===== config.mk =====
export PLATFORM = sky130hd
export DESIGN_NAME = auto_player_flat
export DESIGN_NICKNAME = d
export VERILOG_FILES = /design/src/rtl/auto_player_if.sv /design/src/rtl/auto_player.sv /design/src/flat_wrapper.sv
export SDC_FILE = /design/constraint.sdc
export NUM_CORES = 1
export LEC_CHECK = 0
export CORE_MARGIN = 1.5
export CORE_UTILIZATION = 40
export DETAILED_ROUTE_END_ITERATION = 16
export MAX_ROUTING_LAYER = met4
export PLACE_DENSITY = 0.64
export SLEW_MARGIN = 0
export SYNTH_ARGS = -nofsm -noshare
export SYNTH_HDL_FRONTEND = slang
export SYNTH_SLANG_ARGS = --single-unit

===== constraint.sdc =====
create_clock -name clk -period 5.1 [get_ports clk]
set_input_delay 1.02 -clock clk [delete_from_list [all_inputs] [get_ports clk]]
set_output_delay 1.02 -clock clk [all_outputs]
set_load 0.1 [all_outputs]

===== src/rtl/auto_player_if.sv =====
// Auto-player control/status bundle shared between the mode top-level
// (master) and the auto_player sequencer (slave).
interface auto_player_if #(
    parameter int SONG_W = 3,
    parameter int CNT_W  = 8
);
    logic              en;
    logic [SONG_W-1:0] song_sel;
    logic [1:0]        mode;
    logic              pause;
    logic              next_btn;
    logic              prev_btn;
    logic [CNT_W-1:0]  rom_track;
    logic              note_over;
    logic [SONG_W-1:0] song_idx;
    logic [CNT_W-1:0]  note_idx;
    logic              sound_en;
    logic              playing;
    logic              song_done;

    modport master (
        output en, song_sel, mode, pause, next_btn, prev_btn, rom_track, note_over,
        input  song_idx, note_idx, sound_en, playing, song_done
    );

    modport slave (
        input  en, song_sel, mode, pause, next_btn, prev_btn, rom_track, note_over,
        output song_idx, note_idx, sound_en, playing, song_done
    );
endinterface


===== src/rtl/auto_player.sv =====
// Auto-play sequencer: walks note indices of the current song through the
// external Song ROM, inserts a silent gap between notes, and selects the
// next song according to the play mode (sequential / repeat-one /
// play-once / shuffle). Supports pause and next/prev skipping.
module auto_player #(
    parameter int SONG_W     = 3,
    parameter int NUM_SONGS  = 8,
    parameter int CNT_W      = 8,
    parameter int GAP_CYCLES = 1000
) (
    input  logic         clk,
    input  logic         rst,
    auto_player_if.slave bus
);
    localparam int                GAP_W       = $clog2(GAP_CYCLES + 1);
    localparam logic [SONG_W-1:0] LAST_SONG   = SONG_W'(NUM_SONGS - 1);
    localparam logic [SONG_W-1:0] SONG_ONE    = SONG_W'(32'd1);
    localparam logic [CNT_W-1:0]  NOTE_ONE    = CNT_W'(32'd1);
    localparam logic [GAP_W-1:0]  GAP_ONE     = GAP_W'(32'd1);
    localparam logic [GAP_W-1:0]  GAP_LOAD    = GAP_W'(GAP_CYCLES - 1);
    localparam logic [31:0]       NUM_SONGS_U = 32'(NUM_SONGS);
    localparam logic [7:0]        LFSR_SEED   = 8'hA5;

    typedef enum logic [2:0] {
        IDLE    = 3'd0,
        PLAY    = 3'd1,
        GAP     = 3'd2,
        PAUSED  = 3'd3,
        STOPPED = 3'd4
    } state_t;

    state_t            state_r;
    logic [SONG_W-1:0] song_idx_r;
    logic [CNT_W-1:0]  note_idx_r;
    logic [GAP_W-1:0]  gap_cnt_r;
    logic [7:0]        lfsr_r;
    logic              sound_en_r;
    logic              playing_r;
    logic              song_done_r;

    logic              lfsr_fb_s;
    logic              skip_s;
    logic [SONG_W-1:0] song_inc_s;
    logic [SONG_W-1:0] song_dec_s;
    logic [SONG_W-1:0] song_shuf_s;
    logic [SONG_W-1:0] song_skip_s;
    logic [SONG_W-1:0] song_end_s;

    // Forward one song, wrapping at NUM_SONGS.
    function automatic logic [SONG_W-1:0] song_plus1(input logic [SONG_W-1:0] s);
        logic [SONG_W-1:0] r;
        if (s >= LAST_SONG) begin
            r = {SONG_W{1'b0}};
        end else begin
            r = s + SONG_ONE;
        end
        return r;
    endfunction

    // Back one song, wrapping to the last song.
    function automatic logic [SONG_W-1:0] song_minus1(input logic [SONG_W-1:0] s);
        logic [SONG_W-1:0] r;
        if (s == {SONG_W{1'b0}}) begin
            r = LAST_SONG;
        end else begin
            r = s - SONG_ONE;
        end
        return r;
    endfunction

    // Random song from the LFSR that is never the one just played.
    function automatic logic [SONG_W-1:0] shuffle_pick(input logic [7:0]        lfsr,
                                                       input logic [SONG_W-1:0] cur);
        logic [31:0]       m;
        logic [SONG_W-1:0] cand;
        logic [SONG_W-1:0] r;
        m    = {24'd0, lfsr} % NUM_SONGS_U;
        cand = SONG_W'(m);
        if (cand == cur) begin
            r = song_plus1(cand);
        end else begin
            r = cand;
        end
        return r;
    endfunction

    // Candidate song indices for skip buttons and natural end of song.
    always_comb begin
        lfsr_fb_s   = lfsr_r[7] ^ lfsr_r[5] ^ lfsr_r[4] ^ lfsr_r[3];
        skip_s      = bus.next_btn | bus.prev_btn;
        song_inc_s  = song_plus1(song_idx_r);
        song_dec_s  = song_minus1(song_idx_r);
        song_shuf_s = shuffle_pick(lfsr_r, song_idx_r);
        if (bus.mode == 2'b11) begin
            song_skip_s = bus.next_btn ? song_shuf_s : song_dec_s;
        end else begin
            song_skip_s = bus.next_btn ? song_inc_s : song_dec_s;
        end
        case (bus.mode)
            2'b00:   song_end_s = song_inc_s;
            2'b11:   song_end_s = song_shuf_s;
            default: song_end_s = song_idx_r;
        endcase
    end

    // Playback FSM with registered outputs and free-running shuffle LFSR.
    always_ff @(posedge clk or posedge rst) begin
        if (rst) begin
            state_r     <= IDLE;
            song_idx_r  <= {SONG_W{1'b0}};
            note_idx_r  <= {CNT_W{1'b0}};
            gap_cnt_r   <= {GAP_W{1'b0}};
            lfsr_r      <= LFSR_SEED;
            sound_en_r  <= 1'b0;
            playing_r   <= 1'b0;
            song_done_r <= 1'b0;
        end else begin
            lfsr_r      <= {lfsr_r[6:0], lfsr_fb_s};
            song_done_r <= 1'b0;
            if (!bus.en) begin
                state_r    <= IDLE;
                song_idx_r <= bus.song_sel;
                note_idx_r <= {CNT_W{1'b0}};
                gap_cnt_r  <= {GAP_W{1'b0}};
                sound_en_r <= 1'b0;
                playing_r  <= 1'b0;
            end else begin
                case (state_r)
                    IDLE: begin
                        state_r    <= PLAY;
                        sound_en_r <= 1'b1;
                        playing_r  <= 1'b1;
                    end
                    PLAY, GAP, PAUSED, STOPPED: begin
                        if (skip_s) begin
                            // Skips never count as a natural song end.
                            note_idx_r <= {CNT_W{1'b0}};
                            song_idx_r <= song_skip_s;
                            sound_en_r <= 1'b0;
                            if (bus.pause) begin
                                state_r   <= PAUSED;
                                gap_cnt_r <= {GAP_W{1'b0}};
                                playing_r <= 1'b0;
                            end else begin
                                state_r   <= GAP;
                                gap_cnt_r <= GAP_LOAD;
                                playing_r <= 1'b1;
                            end
                        end else if (bus.pause && (state_r == PLAY || state_r == GAP)) begin
                            state_r    <= PAUSED;
                            gap_cnt_r  <= {GAP_W{1'b0}};
                            sound_en_r <= 1'b0;
                            playing_r  <= 1'b0;
                        end else if (state_r == PLAY) begin
                            if (bus.note_over) begin
                                sound_en_r <= 1'b0;
                                if (note_idx_r < bus.rom_track) begin
                                    note_idx_r <= note_idx_r + NOTE_ONE;
                                    state_r    <= GAP;
                                    gap_cnt_r  <= GAP_LOAD;
                                    playing_r  <= 1'b1;
                                end else begin
                                    song_done_r <= 1'b1;
                                    note_idx_r  <= {CNT_W{1'b0}};
                                    song_idx_r  <= song_end_s;
                                    if (bus.mode == 2'b10) begin
                                        state_r   <= STOPPED;
                                        playing_r <= 1'b0;
                                    end else begin
                                        state_r   <= GAP;
                                        gap_cnt_r <= GAP_LOAD;
                                        playing_r <= 1'b1;
                                    end
                                end
                            end else begin
                                sound_en_r <= 1'b1;
                                playing_r  <= 1'b1;
                            end
                        end else if (state_r == GAP) begin
                            if (gap_cnt_r == {GAP_W{1'b0}}) begin
                                state_r    <= PLAY;
                                sound_en_r <= 1'b1;
                            end else begin
                                gap_cnt_r  <= gap_cnt_r - GAP_ONE;
                                sound_en_r <= 1'b0;
                            end
                            playing_r <= 1'b1;
                        end else if (state_r == PAUSED) begin
                            // Resuming replays the held note from its start after a gap.
                            if (!bus.pause) begin
                                state_r   <= GAP;
                                gap_cnt_r <= GAP_LOAD;
                                playing_r <= 1'b1;
                            end else begin
                                playing_r <= 1'b0;
                            end
                            sound_en_r <= 1'b0;
                        end else begin
                            sound_en_r <= 1'b0;
                            playing_r  <= 1'b0;
                        end
                    end
                    default: begin
                        state_r    <= IDLE;
                        sound_en_r <= 1'b0;
                        playing_r  <= 1'b0;
                    end
                endcase
            end
        end
    end

    assign bus.song_idx  = song_idx_r;
    assign bus.note_idx  = note_idx_r;
    assign bus.sound_en  = sound_en_r;
    assign bus.playing   = playing_r;
    assign bus.song_done = song_done_r;
endmodule


===== src/flat_wrapper.sv =====
// flat-port wrapper written by rule: the top's interface ports become plain ports
module auto_player_flat 
#(
    parameter int SONG_W     = 3,
    parameter int NUM_SONGS  = 8,
    parameter int CNT_W      = 8,
    parameter int GAP_CYCLES = 1000
)
  (clk, rst, bus_en, bus_song_sel, bus_mode, bus_pause, bus_next_btn, bus_prev_btn, bus_rom_track, bus_note_over, bus_song_idx, bus_note_idx, bus_sound_en, bus_playing, bus_song_done);
  auto_player_if #(.SONG_W(SONG_W), .CNT_W(CNT_W)) bus_i ();
  input  logic clk;
  input  logic rst;
  input wire logic [$bits(bus_i.en)-1:0] bus_en;
  input wire logic [$bits(bus_i.song_sel)-1:0] bus_song_sel;
  input wire logic [$bits(bus_i.mode)-1:0] bus_mode;
  input wire logic [$bits(bus_i.pause)-1:0] bus_pause;
  input wire logic [$bits(bus_i.next_btn)-1:0] bus_next_btn;
  input wire logic [$bits(bus_i.prev_btn)-1:0] bus_prev_btn;
  input wire logic [$bits(bus_i.rom_track)-1:0] bus_rom_track;
  input wire logic [$bits(bus_i.note_over)-1:0] bus_note_over;
  output wire logic [$bits(bus_i.song_idx)-1:0] bus_song_idx;
  output wire logic [$bits(bus_i.note_idx)-1:0] bus_note_idx;
  output wire logic [$bits(bus_i.sound_en)-1:0] bus_sound_en;
  output wire logic [$bits(bus_i.playing)-1:0] bus_playing;
  output wire logic [$bits(bus_i.song_done)-1:0] bus_song_done;
  assign bus_i.en = bus_en;
  assign bus_i.song_sel = bus_song_sel;
  assign bus_i.mode = bus_mode;
  assign bus_i.pause = bus_pause;
  assign bus_i.next_btn = bus_next_btn;
  assign bus_i.prev_btn = bus_prev_btn;
  assign bus_i.rom_track = bus_rom_track;
  assign bus_i.note_over = bus_note_over;
  assign bus_song_idx = bus_i.song_idx;
  assign bus_note_idx = bus_i.note_idx;
  assign bus_sound_en = bus_i.sound_en;
  assign bus_playing = bus_i.playing;
  assign bus_song_done = bus_i.song_done;
  auto_player #(.SONG_W(SONG_W), .NUM_SONGS(NUM_SONGS), .CNT_W(CNT_W), .GAP_CYCLES(GAP_CYCLES)) u_core (.clk(clk), .rst(rst), .bus(bus_i));
endmodule

# After elaboration in Yosys (flattened, before gate mapping)
# Cells that the tools add are included.
dict set report word_totals {
  inputBits 20
  reg_bits 35
}
dict set report classes {
  n_bitwise 4
  order_cmp 3
  addsub 5
  muxes 74
  eq_ne 22
  n_reduce_logical 11
}
# cell count
set op_table {}
lappend op_table {{10-bit 2-to-1 mux} 13}
lappend op_table {{3-bit 2-to-1 mux} 25}
lappend op_table {{8-bit 2-to-1 mux} 7}
lappend op_table {{1-bit 2-to-1 mux} 25}
lappend op_table {{6-bit by 5-bit inequality test with 1-bit output, second input constant} 2}
lappend op_table {{3-bit case mux with 2 select lines} 2}
lappend op_table {{6-bit AND reduction} 2}
lappend op_table {{10-bit zero test} 1}
lappend op_table {{10-bit by 1-bit subtractor with 10-bit output, second input constant} 1}
lappend op_table {{8-bit by 1-bit adder with 8-bit output, second input constant} 1}
lappend op_table {{8-bit less-than comparator} 1}
lappend op_table {{4-bit AND reduction} 2}
lappend op_table {{7-bit by 2-bit inequality test with 1-bit output, second input constant} 1}
lappend op_table {{7-bit by 3-bit inequality test with 1-bit output, second input constant} 1}
lappend op_table {{7-bit by 5-bit inequality test with 1-bit output, second input constant} 1}
lappend op_table {{3-bit by 1-bit adder with 3-bit output, second input constant} 2}
lappend op_table {{3-bit by 2-bit equality test with 1-bit output, second input constant} 2}
lappend op_table {{3-bit greater-or-equal comparator, second input constant} 2}
lappend op_table {{3-bit zero test} 2}
lappend op_table {{3-bit by 1-bit inequality test with 1-bit output, second input constant} 2}
lappend op_table {{3-bit by 2-bit inequality test with 1-bit output, second input constant} 2}
lappend op_table {{6-bit by 1-bit inequality test with 1-bit output, second input constant} 1}
lappend op_table {{6-bit by 2-bit inequality test with 1-bit output, second input constant} 1}
lappend op_table {{6-bit by 4-bit inequality test with 1-bit output, second input constant} 1}
lappend op_table {{15 further kinds} 19}

# Longest topological paths before layout
# Gate-level depths: netlist of the first run.
dict set report depth {
  depth_word 11
  depth_mapped 10
  ltp_nobuf 8
}

# Least setup slack after synthesis of the first run
# OpenSTA, ideal clock, no wires.
dict set report synth_timing {
  path_type {flip-flop to flip-flop}
  startpoint {reg u_core.note_idx_r[1] (netlist: u_core.bus.note_idx[1])}
  endpoint {reg u_core.gap_cnt_r[0]}
  t_arrival_ns 2.749
  t_required_ns 4.975
  path_stages_with_launch 9
  path_buffers 2
  synth_period_minus_slack_ns 2.874
  setup_time_ns 0.125
  path_slack_ns 2.226
  path_cell_list {dfrtp_1 > ha_1 > a2111oi_4 > o21ai_2 > and4_4 > buf_6 > or2_1 > buf_6 > mux2_4}
}
dict set report synth_via {
  elab_chain_cells 8
}
# element line
set synth_rtl {}
lappend synth_rtl {{start, declared} auto_player.sv:34} ;# logic [CNT_W-1:0] note_idx_r;
lappend synth_rtl {{start signal, assigned} auto_player.sv:111} ;# note_idx_r <= {CNT_W{1'b0}};
lappend synth_rtl {{start signal, assigned} auto_player.sv:123} ;# note_idx_r <= {CNT_W{1'b0}};
lappend synth_rtl {{start signal, assigned} auto_player.sv:137} ;# note_idx_r <= {CNT_W{1'b0}};
lappend synth_rtl {{8-bit less-than comparator *} auto_player.sv:157} ;# if (note_idx_r < bus.rom_track) begin
lappend synth_rtl {{10-bit 2-to-1 mux} auto_player.sv:157}
lappend synth_rtl {{10-bit 2-to-1 mux} auto_player.sv:155} ;# if (bus.note_over) begin
lappend synth_rtl {{10-bit 2-to-1 mux} auto_player.sv:154} ;# end else if (state_r == PLAY) begin
lappend synth_rtl {{10-bit 2-to-1 mux} auto_player.sv:149} ;# end else if (bus.pause && (state_r == PLAY || state_r == GAP)) begin
lappend synth_rtl {{10-bit 2-to-1 mux} auto_player.sv:135} ;# if (skip_s) begin
lappend synth_rtl {{10-bit 2-to-1 mux} auto_player.sv:128} ;# case (state_r)
lappend synth_rtl {{10-bit 2-to-1 mux} auto_player.sv:120} ;# if (!bus.en) begin
lappend synth_rtl {{end signal, assigned} auto_player.sv:124} ;# gap_cnt_r <= {GAP_W{1'b0}};
lappend synth_rtl {{end signal, assigned} auto_player.sv:142} ;# gap_cnt_r <= {GAP_W{1'b0}};
lappend synth_rtl {{end signal, assigned} auto_player.sv:151} ;# gap_cnt_r <= {GAP_W{1'b0}};
lappend synth_rtl {{end, declared} auto_player.sv:35} ;# logic [GAP_W-1:0] gap_cnt_r;
# Every way passes the cells marked *; elsewhere a longest branch is shown, timed or not. The select of a mux whose other input is x is not followed.
# A chain may end at the register's enable or synchronous reset.

# Final worst setup path of the first run
dict set report layout_timing {
  startpoint {in bus_pause}
  endpoint {reg u_core.gap_cnt_r[0]}
}
dict set report layout_via {
  elab_chain_cells 5
}
# element line
set layout_rtl {}
lappend layout_rtl {{start, declared} flat_wrapper.sv:16} ;# input wire logic [$bits(bus_i.pause)-1:0] bus_pause;
lappend layout_rtl {{1-bit logical AND} auto_player.sv:149}
lappend layout_rtl {{10-bit 2-to-1 mux} auto_player.sv:149}
lappend layout_rtl {{10-bit 2-to-1 mux} auto_player.sv:135}
lappend layout_rtl {{10-bit 2-to-1 mux} auto_player.sv:128}
lappend layout_rtl {{10-bit 2-to-1 mux} auto_player.sv:120}
# Parallel ways exist; a longest one is shown, timed or not. The select of a mux whose other input is x is not followed.

==> results of run 1 <==
[Yosys cell counts (3+ instances only)]
library cell / n
a211oi_1: 3
a21oi_1: 14
a31oi_1: 10
and2_1: 4
and3_1: 6
clkbuf_1: 7
dfrtp_1: 31
dfstp_2: 4
ha_1: 16
inv_1: 18
mux2i_1: 3
nand2_1: 19
nand2b_1: 5
nand3_1: 5
nor2_1: 14
nor2b_1: 4
nor3_1: 15
o21ai_0: 16
o22a_1: 6
o31ai_1: 11
xnor2_1: 4
xor2_1: 4
[routing by layer]
| layer | global-route usage [%] | vias to the layer above | part of all wire (%) |
|---|---|---|---|
| met1 | 25.2 | 1025 | 48 |
| met5 | - | - | 0 |
| met4 | 5.25 | 0 | 1.2 |
| met3 | 4.00 | 7 | 3.3 |
| li1 | - | 1078 | - |
| met2 | 30.7 | 40 | 47 |
[sequential cells by signal (all words and copies together), names as in the netlist]
| register | count |
|---|---|
| u_core.gap_cnt_r | 10 |
| u_core.bus.note_idx | 8 |
| u_core.lfsr_r | 8 |
| u_core.bus.song_idx | 3 |
| u_core.state_r | 3 |
| u_core.bus.playing | 1 |
| u_core.bus.song_done | 1 |
| u_core.bus.sound_en | 1 |
[cells by family after synthesis]
kind of cell	after synthesis
AOI/OAI and AO/OA	89
xor gates and xnor gates	8
adders and majority gates	16
buffers and inverters	29
DFF	35
muxes	7
and+or+nand+nor	90
[worst min path at each step]
stage / slack [ns] / depth (start not counted) / endpoint / start
after floorplan: 0.33 / 0 / u_core.lfsr_r[7]$_DFF_PP1_ / u_core.lfsr_r[6]$_DFF_PP0_
after global routing: 0.39 / 0 / u_core.lfsr_r[7]$_DFF_PP1_ / u_core.lfsr_r[6]$_DFF_PP0_
after detailed placement: 0.35 / 0 / u_core.lfsr_r[7]$_DFF_PP1_ / u_core.lfsr_r[6]$_DFF_PP0_
final: 0.37 / 0 / u_core.lfsr_r[7]$_DFF_PP1_ / u_core.lfsr_r[6]$_DFF_PP0_
after global placement: 0.34 / 0 / u_core.lfsr_r[7]$_DFF_PP1_ / u_core.lfsr_r[6]$_DFF_PP0_
after CTS: 0.38 / 0 / u_core.lfsr_r[7]$_DFF_PP1_ / u_core.lfsr_r[6]$_DFF_PP0_
[area by class of cell]
class                           instances  area (sq um)  share of cell area [%]
Multi-Input combinational cell        210          1480                    50.1
Sequential cell                        35           881                    29.9
Timing Repair Buffer                   34           338                    11.5
Tap cell                               75          93.8                    3.18
Clock buffer                            7          86.3                    2.93
Inverter                               18          67.6                    2.29
Clock inverter                          1          5.00                   0.170
[metrics by stage]
| stage | cell area, sq um | setup slack [ns] |
|---|---|---|
| 2_1_floorplan | 2480 | 2.23 |
| 3_3_place_gp | 2860 | 1.45 |
| 3_5_place_dp | 2860 | 1.41 |
| 4_1_cts | 2950 | 1.72 |
| 5_1_grt | 2950 | 1.49 |
| 6_report | 2950 | 1.69 |
[cells in the final DEF, fill, tap and decap left out, types with 3 or more instances in the layout]
cell / n
nand2_1: 19
o21ai_0: 16
mux2i_1: 3
nor2_1: 14
nor3_1: 15
clkbuf_8: 6
a31oi_1: 10
clkdlybuf4s50_1: 33
and2_1: 4
and3_1: 6
a211oi_1: 3
o22a_1: 6
dfstp_2: 4
nand2b_1: 5
ha_1: 16
inv_1: 18
xor2_1: 4
xnor2_1: 4
nor2b_1: 4
a21oi_1: 14
o31ai_1: 11
dfrtp_1: 31
nand3_1: 5
[where the power goes]
part	leakage, uW	switching (uW)	total (uW)	internal (uW)
Combinational	0.000806	191	307	116
Clock	0.0000482	102	211	109
Sequential	0.000448	40.4	342	301
==> metrics.yaml, run 1 <==
status: "complete, no violations"
avgSynthCellArea_sq_um: 9.06
worst_pin_slew_ns: 0.985
synth_warnings: 0
nets: 340
gr-usage-all-layers_pct: 19.4
die_w_um: 81.8
worst-path-stages: 7
cts-root-buf: "clkbuf_8"
syn_area_sq_mm: 0.00248
synth_nets: 310
min_period_over_period_pct: 66.9
path_buf_inv: 1
rsz0062_at_grt: "false"
cp.arrival_ns: 3.59
drt_wl_total_um: 5640
finalHoldViolations: 0
cts_buffers: 5
async_reset_ff_share_pct: 100
n_fill_cell: 566
grt_pass1_wl_um: 9730
viasPerCell: 5.66
drc: 0
seq_area_frac_synth_pct: 35.5
cts_setup_buffers: 0
crit_path_start_kind: "input pin"
postCtsHoldBufs: 0
tritoncts: "done"
synth_edf_count: 0
synthAdderAreaFrac_pct: 8.07
regToRegStartpoint: "u_core.gap_cnt_r[0]$_DFFE_PP0P_"
grt_max_degree: 36
maxSlewViolCount: 0
p_leak_uw: 0.00130
post-place-cells: 372
io_pins: 34
syn_inst: 274
area_delta_synth_final_pct: 18.8
maxCapViolations: 0
ys.flop_type: "dfrtp_1"
core_sq_mm: 0.00596
startpoint: "bus_pause"
clkTransAtPathRegs_ns: 0.07
holdCritPathClass: "flop to flop"
vias: 2150
firstDrtPassIters: 4
ys_types: 62
ctsHtreeMaxLevel: 2
synth.area.top_cells: "dfrtp_1 31%, ha_1 8.1%, dfstp_2 4.2%, o31ai_1 3.3%, o21ai_0 3.2%"
endpoint: "u_core.gap_cnt_r[0]$_DFFE_PP0P_"
dp_hpwl_um: 3990
slowest_delay_ns: 0.60
finClkSkew_ns: 0.00965
synth_top_family_by_area: "compound AO/OA/AOI/OAI gates"
path_cells: "clkdlybuf4s50_1 -> or4_1 -> a21oi_1 -> nor2_1 -> o21ai_2 -> or2_1 -> mux2_4"
synth-seq-cells: 35
yosysTopAreaCell: "dfrtp_1"
max-clock-path-buffers: 2
layout_min_cycle_time_ns: 3.41
cp_max_fo: 12
clock-sinks: 35
maxSlewHeadroom_pct: 34.1
drt_iter0_markers: 141
synth_top_area_share_pct: 31.3
worstSetupPathType: "input pin to flop"
r2r_end: "u_core.gap_cnt_r[0]$_DFFE_PP0P_"
setup_violations: 0
insertion_delay_ns: 0.29
wl_per_cell_um: 14.9
drive_above_1_share_pct: 8.85
cpLargestDelayFamily: "simple AND/OR/NAND/NOR gates"
antennaDiodeCount: 0
finalNonFillerCells: 380
place.gp.congestion: 0.891
critPathRequiredTime_ns: 5.28
synth_xor_area_share_pct: 2.82
synth_compound_area_share_pct: 25.6
grt_pass1_vias: 2075
worst_hold_slack_ns: 0.373
initial_core_util_pct: 41.7
critical-path-slowest-cell: "clkdlybuf4s50_1"
port_buffers: 33
post-route-util_pct: 49.5
p_total_uw: 860
grt_remaining_overflow: 0
r2r_setup_slack_ns: 2.41
ir_worst_vdd_mv: 0.210
rows: 28
synthMuxAreaShare_pct: 3.33
p_per_area_mw_per_mm2: 292
post_cts_resized: 0
chipHeight_um: 81.8
end_kind: "flop"
rr_worst_depth: 8
fp.dieArea_sq_mm: 0.00668
detail-route-antenna-nets: 0
setup_tns_ns: 0
clock.fmax_mhz: 293
antenna_found_initial: 0
synth-simple-area-share_pct: 19.7
Power figures use the tool's default switching activity.
==> inputs of run 2 (changes only) <==
--- a/config.mk
+++ b/config.mk
@@ -9,7 +9,7 @@
 export CORE_UTILIZATION = 40
 export DETAILED_ROUTE_END_ITERATION = 16
 export MAX_ROUTING_LAYER = met4
-export PLACE_DENSITY = 0.64
+export PLACE_DENSITY = 0.67
 export SLEW_MARGIN = 0
 export SYNTH_ARGS = -nofsm -noshare
 export SYNTH_HDL_FRONTEND = slang
==> constraint.sdc (replaced) <==
create_clock -name clk -period 3.1 [get_ports clk]
set_input_delay 0.62 -clock clk [delete_from_list [all_inputs] [get_ports clk]]
set_output_delay 0.62 -clock clk [all_outputs]
set_load 0.1 [all_outputs]
==> run 2 against run 1 <==
Final cell count rose by 2.9%. Clock power rose by 100%. Power up 74%. Via count up 2.7%. Critical path type unchanged. Register-to-register slack worse by 1.9 ns. Critical endpoint is now u_core.gap_cnt_r[1]$_DFFE_PP0P_. Largest cell class unchanged. Sequential cell count unchanged.
==> metrics.yaml, run 2 (synthesized netlist as in run 1, its figures left out) <==
path_cells: "clkdlybuf4s50_1 -> inv_1 -> ha_1 -> o21a_1 -> o21ai_0 -> o21ai_2 -> and4_4 -> or2_1 -> mux2_4"
critical-path-slowest-cell: "clkdlybuf4s50_1"
dpl_cell_area_sq_mm: 0.00290  # +1.7%
maxCapViolations: 0  # unchanged
final_area_sq_mm: 0.00302  # +2.5%
cpLargestDelayFamily: "simple AND/OR/NAND/NOR gates"
holdCritPathClass: "flop to flop"
cp.arrival_ns: 2.88  # -0.71 ns
grt_pass1_wl_um: 9690  # -0.36%
drt_iter0_markers: 159  # +13%
rsz0062_at_grt: "false"
cts_setup_buffers: 0  # unchanged
antennaDiodeCount: 0  # unchanged
grt_remaining_overflow: 0  # unchanged
postCtsHoldBufs: 0  # unchanged
crit_path_start_kind: "input pin"
finClkSkew_ns: 0.0106  # +0.000904 ns
final_common_cell: "dfrtp_1"
cp_max_fo: 10  # -2
post_cts_resized: 0  # unchanged
die_w_um: 81.8  # unchanged
clock-sinks: 35  # unchanged
vias: 2208  # +2.7%
viasPerCell: 5.65  # -0.19%
gr-usage-all-layers_pct: 19.1  # -0.25 points
worstSetupPathType: "input pin to flop"
layout_min_cycle_time_ns: 2.71
finalNonFillerCells: 391  # +2.9%
hold_depth: 0  # unchanged
core_sq_mm: 0.00596  # unchanged
most-common-layout-cells: "31 x dfrtp_1, 26 x buf_4, 19 x nand2_1, 19 x clkdlybuf4s50_1, 18 x inv_1"
r2r_setup_slack_ns: 0.54  # -1.87 ns
nets: 351  # +3.2%
grt_pass1_vias: 2156  # +3.9%
largest_reg_flops: 10  # unchanged
insertion_delay_ns: 0.28  # about the same
finalHoldViolations: 0  # unchanged
tritoncts: "done"
place.gp.congestion: 0.903  # +1.3%
ir_worst_vdd_mv: 0.377  # +80%
drive_above_1_share_pct: 16.8  # +7.9 points
wl_per_cell_um: 14.4  # -3.1%
io_pins: 34  # unchanged
drt_wl_total_um: 5630  # -0.25%
initial_core_util_pct: 41.7  # unchanged
max-clock-path-buffers: 2  # unchanged
clock.fmax_mhz: 370
post-place-cells: 383  # +3.0%
worst-path-stages: 9  # +2
dp_hpwl_um: 4080  # +2.2%
regMostFlops: "u_core.gap_cnt_r"
rows: 28  # unchanged
slowest_delay_ns: 0.45  # -0.15 ns
status: "complete, no violations"
clkTransAtPathRegs_ns: 0.07  # about the same
worst_hold_slack_ns: 0.354  # -0.0191 ns
chipHeight_um: 81.8  # unchanged
cts_buffers: 5  # unchanged
rr_worst_depth: 8  # unchanged
end_kind: "flop"
area_delta_synth_final_pct: 21.7
fp.dieArea_sq_mm: 0.00668  # unchanged
worst_pin_slew_ns: 0.475  # -0.510 ns
firstDrtPassIters: 4  # unchanged
ctsHtreeMaxLevel: 2  # unchanged
cts-root-buf: "clkbuf_8"
maxSlewHeadroom_pct: 68.1  # +34 points
maxSlewViolCount: 0  # unchanged
path_buf_inv: 2  # +1
p_per_area_mw_per_mm2: 497  # +70%
antenna_found_initial: 0  # unchanged
critPathRequiredTime_ns: 3.27  # -2.01 ns
detail-route-antenna-nets: 0  # unchanged
p_leak_uw: 0.00139  # +7.0%
setup_tns_ns: 0  # unchanged
port_buffers: 33  # unchanged
setup_violations: 0  # unchanged
drc: 0  # unchanged
grt_max_degree: 36  # unchanged
min_period_over_period_pct: 87.3
-- run 2: cell types whose count changed in the layout (fill, tap and decap cells not counted) --
cell             change
buf_4               +25
clkdlybuf4s50_1     -14
bufinv_16            +1
clkbuf_1             -1
-- run 2: per-layer routing --
layer  vias to the layer above  global-route usage (%)  wire (um)
li1                       1103                       -          -
met1                      1043                    24.0       2630
met2                        58                    31.5       2720
met3                         4                    3.44        249
met4                         0                    5.59         28
met5                         -                       -          0
-- run 2: power breakdown --
| group | leakage (uW) | switching, uW | internal (uW) | total, uW |
|---|---|---|---|---|
| combinational | 0.000885 | 318 | 193 | 511 |
| clock | 0.0000612 | 168 | 260 | 429 |
| sequential | 0.000448 | 64.7 | 496 | 561 |
-- run 2: cell type report --
| cell class | instances | area [sq um] |
|---|---|---|
| Tap cell | 75 | 93.8 |
| Multi-Input combinational cell | 210 | 1480 |
| Fill cell | 595 | 2940 |
| Inverter | 18 | 67.6 |
| Clock buffer | 6 | 82.6 |
| Timing Repair Buffer | 45 | 385 |
| Clock inverter | 2 | 35.0 |
| Sequential cell | 35 | 881 |
-- run 2: metrics by stage --
step                utilization [%]  setup slack (ns)  total power (uW)
floorplan                         -             0.226               948
finish                         50.7             0.394              1500
CTS                            50.7             0.392              1510
global placement               48.7             0.126              1070
global route                   50.7             0.265              1590
detailed placement             48.7             0.106              1080
-- run 2: worst paths after layout --
path                                                 start                            endpoint
setup / recovery                          bus_rom_track[3]     u_core.gap_cnt_r[1]$_DFFE_PP0P_
hold / removal                  u_core.lfsr_r[6]$_DFF_PP0_          u_core.lfsr_r[7]$_DFF_PP1_
setup reg to reg           u_core.gap_cnt_r[0]$_DFFE_PP0P_     u_core.gap_cnt_r[1]$_DFFE_PP0P_
hold reg to reg                 u_core.lfsr_r[6]$_DFF_PP0_          u_core.lfsr_r[7]$_DFF_PP1_
max in group asynchronous                              rst          u_core.lfsr_r[0]$_DFF_PP1_
min in group asynchronous                              rst  u_core.bus.note_idx[2]$_DFFE_PP0P_
==> inputs of run 3 (changes only) <==
--- a/config.mk
+++ b/config.mk
@@ -8,8 +8,9 @@
 export CORE_MARGIN = 1.5
 export CORE_UTILIZATION = 40
 export DETAILED_ROUTE_END_ITERATION = 16
+export DONT_BUFFER_PORTS = 1
 export MAX_ROUTING_LAYER = met4
-export PLACE_DENSITY = 0.67
+export PLACE_DENSITY = 0.59
 export SLEW_MARGIN = 0
 export SYNTH_ARGS = -nofsm -noshare
 export SYNTH_HDL_FRONTEND = slang
==> run 3 against run 2 <==
Clock skew barely moved. First-iteration DRC count grew 9.4%. Die area stayed put. Critical path depth decreased by 1. Sequential power is 2% higher. Sequential cell count is the same. Sequential share of layout area is 3.1 points higher. Count of clock-buffer cells in the layout increased by 1. Power decreased by 9.4%. Final cell count down 6.9%. Utilization decreased by 4.8 points.
==> metrics.yaml, run 3 (synthesized netlist as in run 1, its figures left out) <==
drive_above_1_share_pct: 14.9  # -1.9 points
port_buffers: 0  # -100%
postCtsHoldBufs: 0  # unchanged
maxSlewViolCount: 0  # unchanged
post-route-util_pct: 45.9  # -4.8 points
insertion_delay_ns: 0.28  # about the same
drt_iter0_markers: 174  # +9.4%
worst_pin_slew_ns: 0.902  # +0.427 ns
end_kind: "flop"
ctsHtreeMaxLevel: 2  # unchanged
clock-sinks: 35  # unchanged
drc: 0  # unchanged
tritoncts: "done"
layout_min_cycle_time_ns: 2.56  # -0.146 ns
cp.arrival_ns: 2.72  # -0.16 ns
clock.fmax_mhz: 391  # +5.7%
crit_path_start_kind: "flop"
core_sq_mm: 0.00596  # unchanged
firstDrtPassIters: 4  # unchanged
setup_violations: 0  # unchanged
drt_wl_total_um: 5710  # +1.4%
place.gp.congestion: 0.808  # -11%
status: "complete, no violations"
antennaDiodeCount: 0  # unchanged
cts_buffers: 5  # unchanged
grt_max_degree: 36  # unchanged
dp_hpwl_um: 4000  # -2.1%
clkTransAtPathRegs_ns: 0.08  # about the same
p_leak_uw: 0.00126  # -9.6%
rows: 28  # unchanged
maxSlewHeadroom_pct: 39.9  # -28 points
max-clock-path-buffers: 2  # unchanged
antenna_found_initial: 0  # unchanged
worstSetupPathType: "flop to flop"
area_delta_synth_final_pct: 10.2
fp.dieArea_sq_mm: 0.00668  # unchanged
fin_ws_ns: 0.540  # +0.146 ns
finalHoldViolations: 0  # unchanged
critical-path-slowest-cell: "dfrtp_1"
most-common-layout-cells: "31 x dfrtp_1, 19 x nand2_1, 18 x inv_1, 18 x buf_4"
cts_setup_buffers: 0  # unchanged
io_pins: 34  # unchanged
rsz0062_at_grt: "false"
critPathRequiredTime_ns: 3.26  # about the same
post-place-cells: 356  # -7.0%
holdCritPathClass: "input pin to async pin"
worst_hold_slack_ns: 0.325  # -0.0290 ns
initial_core_util_pct: 41.7  # unchanged
grt_pass1_vias: 2017  # -6.4%
path_buf_inv: 1  # -1
viasPerCell: 5.81  # +2.9%
grt_pass1_wl_um: 9630  # -0.64%
regMostFlops: "u_core.gap_cnt_r"
gr-usage-all-layers_pct: 19.3  # +0.15 points
p_per_area_mw_per_mm2: 497  # about the same
place_ws_ns: 0.475  # +0.368 ns
cp_max_fo: 10  # unchanged
grt_remaining_overflow: 0  # unchanged
min_period_over_period_pct: 82.6  # -4.7 points
finClkSkew_ns: 0.0109  # +0.000370 ns
finalNonFillerCells: 364  # -6.9%
nets: 324  # -7.7%
slowest_delay_ns: 0.42  # -0.03 ns
detail-route-antenna-nets: 0  # unchanged
ir_worst_vdd_mv: 0.302  # -20%
n_fill_cell: 604  # +1.5%
setup_tns_ns: 0  # unchanged
post_cts_resized: 0  # unchanged
cpLargestDelayFamily: "simple AND/OR/NAND/NOR gates"
maxCapViolations: 0  # unchanged
cts-root-buf: "clkbuf_8"
path_cells: "inv_1 -> ha_1 -> or3b_1 -> a22o_1 -> a221o_1 -> o21ai_2 -> or2_1 -> mux2_4"
die_w_um: 81.8  # unchanged
wl_per_cell_um: 15.7  # +8.9%
vias: 2115  # -4.2%
largest_reg_flops: 10  # unchanged
chipHeight_um: 81.8  # unchanged
final_common_cell: "dfrtp_1"
run 3: through the flow:
step           total power [uW]  cell area (sq um)
3_3_place_gp               1040               2650
2_1_floorplan               948               2480
5_1_grt                    1440               2730
3_5_place_dp               1040               2650
4_1_cts                    1370               2730
6_report                   1360               2730
run 3: layer usage:
metal | GRT usage [%] | wire, um | vias to the layer above
met3 | 3.89 | 372 | 2
met1 | 26.7 | 2800 | 993
li1 | - | - | 1048
met2 | 28.3 | 2500 | 72
met4 | 6.10 | 35 | 0
met5 | - | 0 | -
run 3: final cells by class:
cell class,count,area (sq um),area share (%)
multi-input cells,210,1480,54.0
inverters,18,67.6,2.47
well taps,75,93.8,3.43
flip-flops and latches,35,881,32.2
clock buffers,7,76.3,2.79
repair buffers,18,135,4.94
clock inverters,1,5.00,0.183
run 3: final timing paths:
check                                                start  slack (ns)  cells past startpoint                               to
hold reg to reg                 u_core.lfsr_r[6]$_DFF_PP0_        0.35                      0       u_core.lfsr_r[7]$_DFF_PP1_
setup reg to reg           u_core.gap_cnt_r[0]$_DFFE_PP0P_        0.54                      8  u_core.gap_cnt_r[0]$_DFFE_PP0P_
min in group clk                u_core.lfsr_r[6]$_DFF_PP0_        0.35                      0       u_core.lfsr_r[7]$_DFF_PP1_
max in group asynchronous                              rst        2.41                      2       u_core.lfsr_r[7]$_DFF_PP1_
setup / recovery           u_core.gap_cnt_r[0]$_DFFE_PP0P_        0.54                      8  u_core.gap_cnt_r[0]$_DFFE_PP0P_
hold / removal                                         rst        0.32                      2    u_core.state_r[0]$_DFFE_PP0P_
run 3: power by group:
group | internal (uW) | switching, uW | total (uW)
Clock | 158 | 164 | 322
Combinational | 166 | 300 | 466
Sequential | 496 | 75.5 | 571
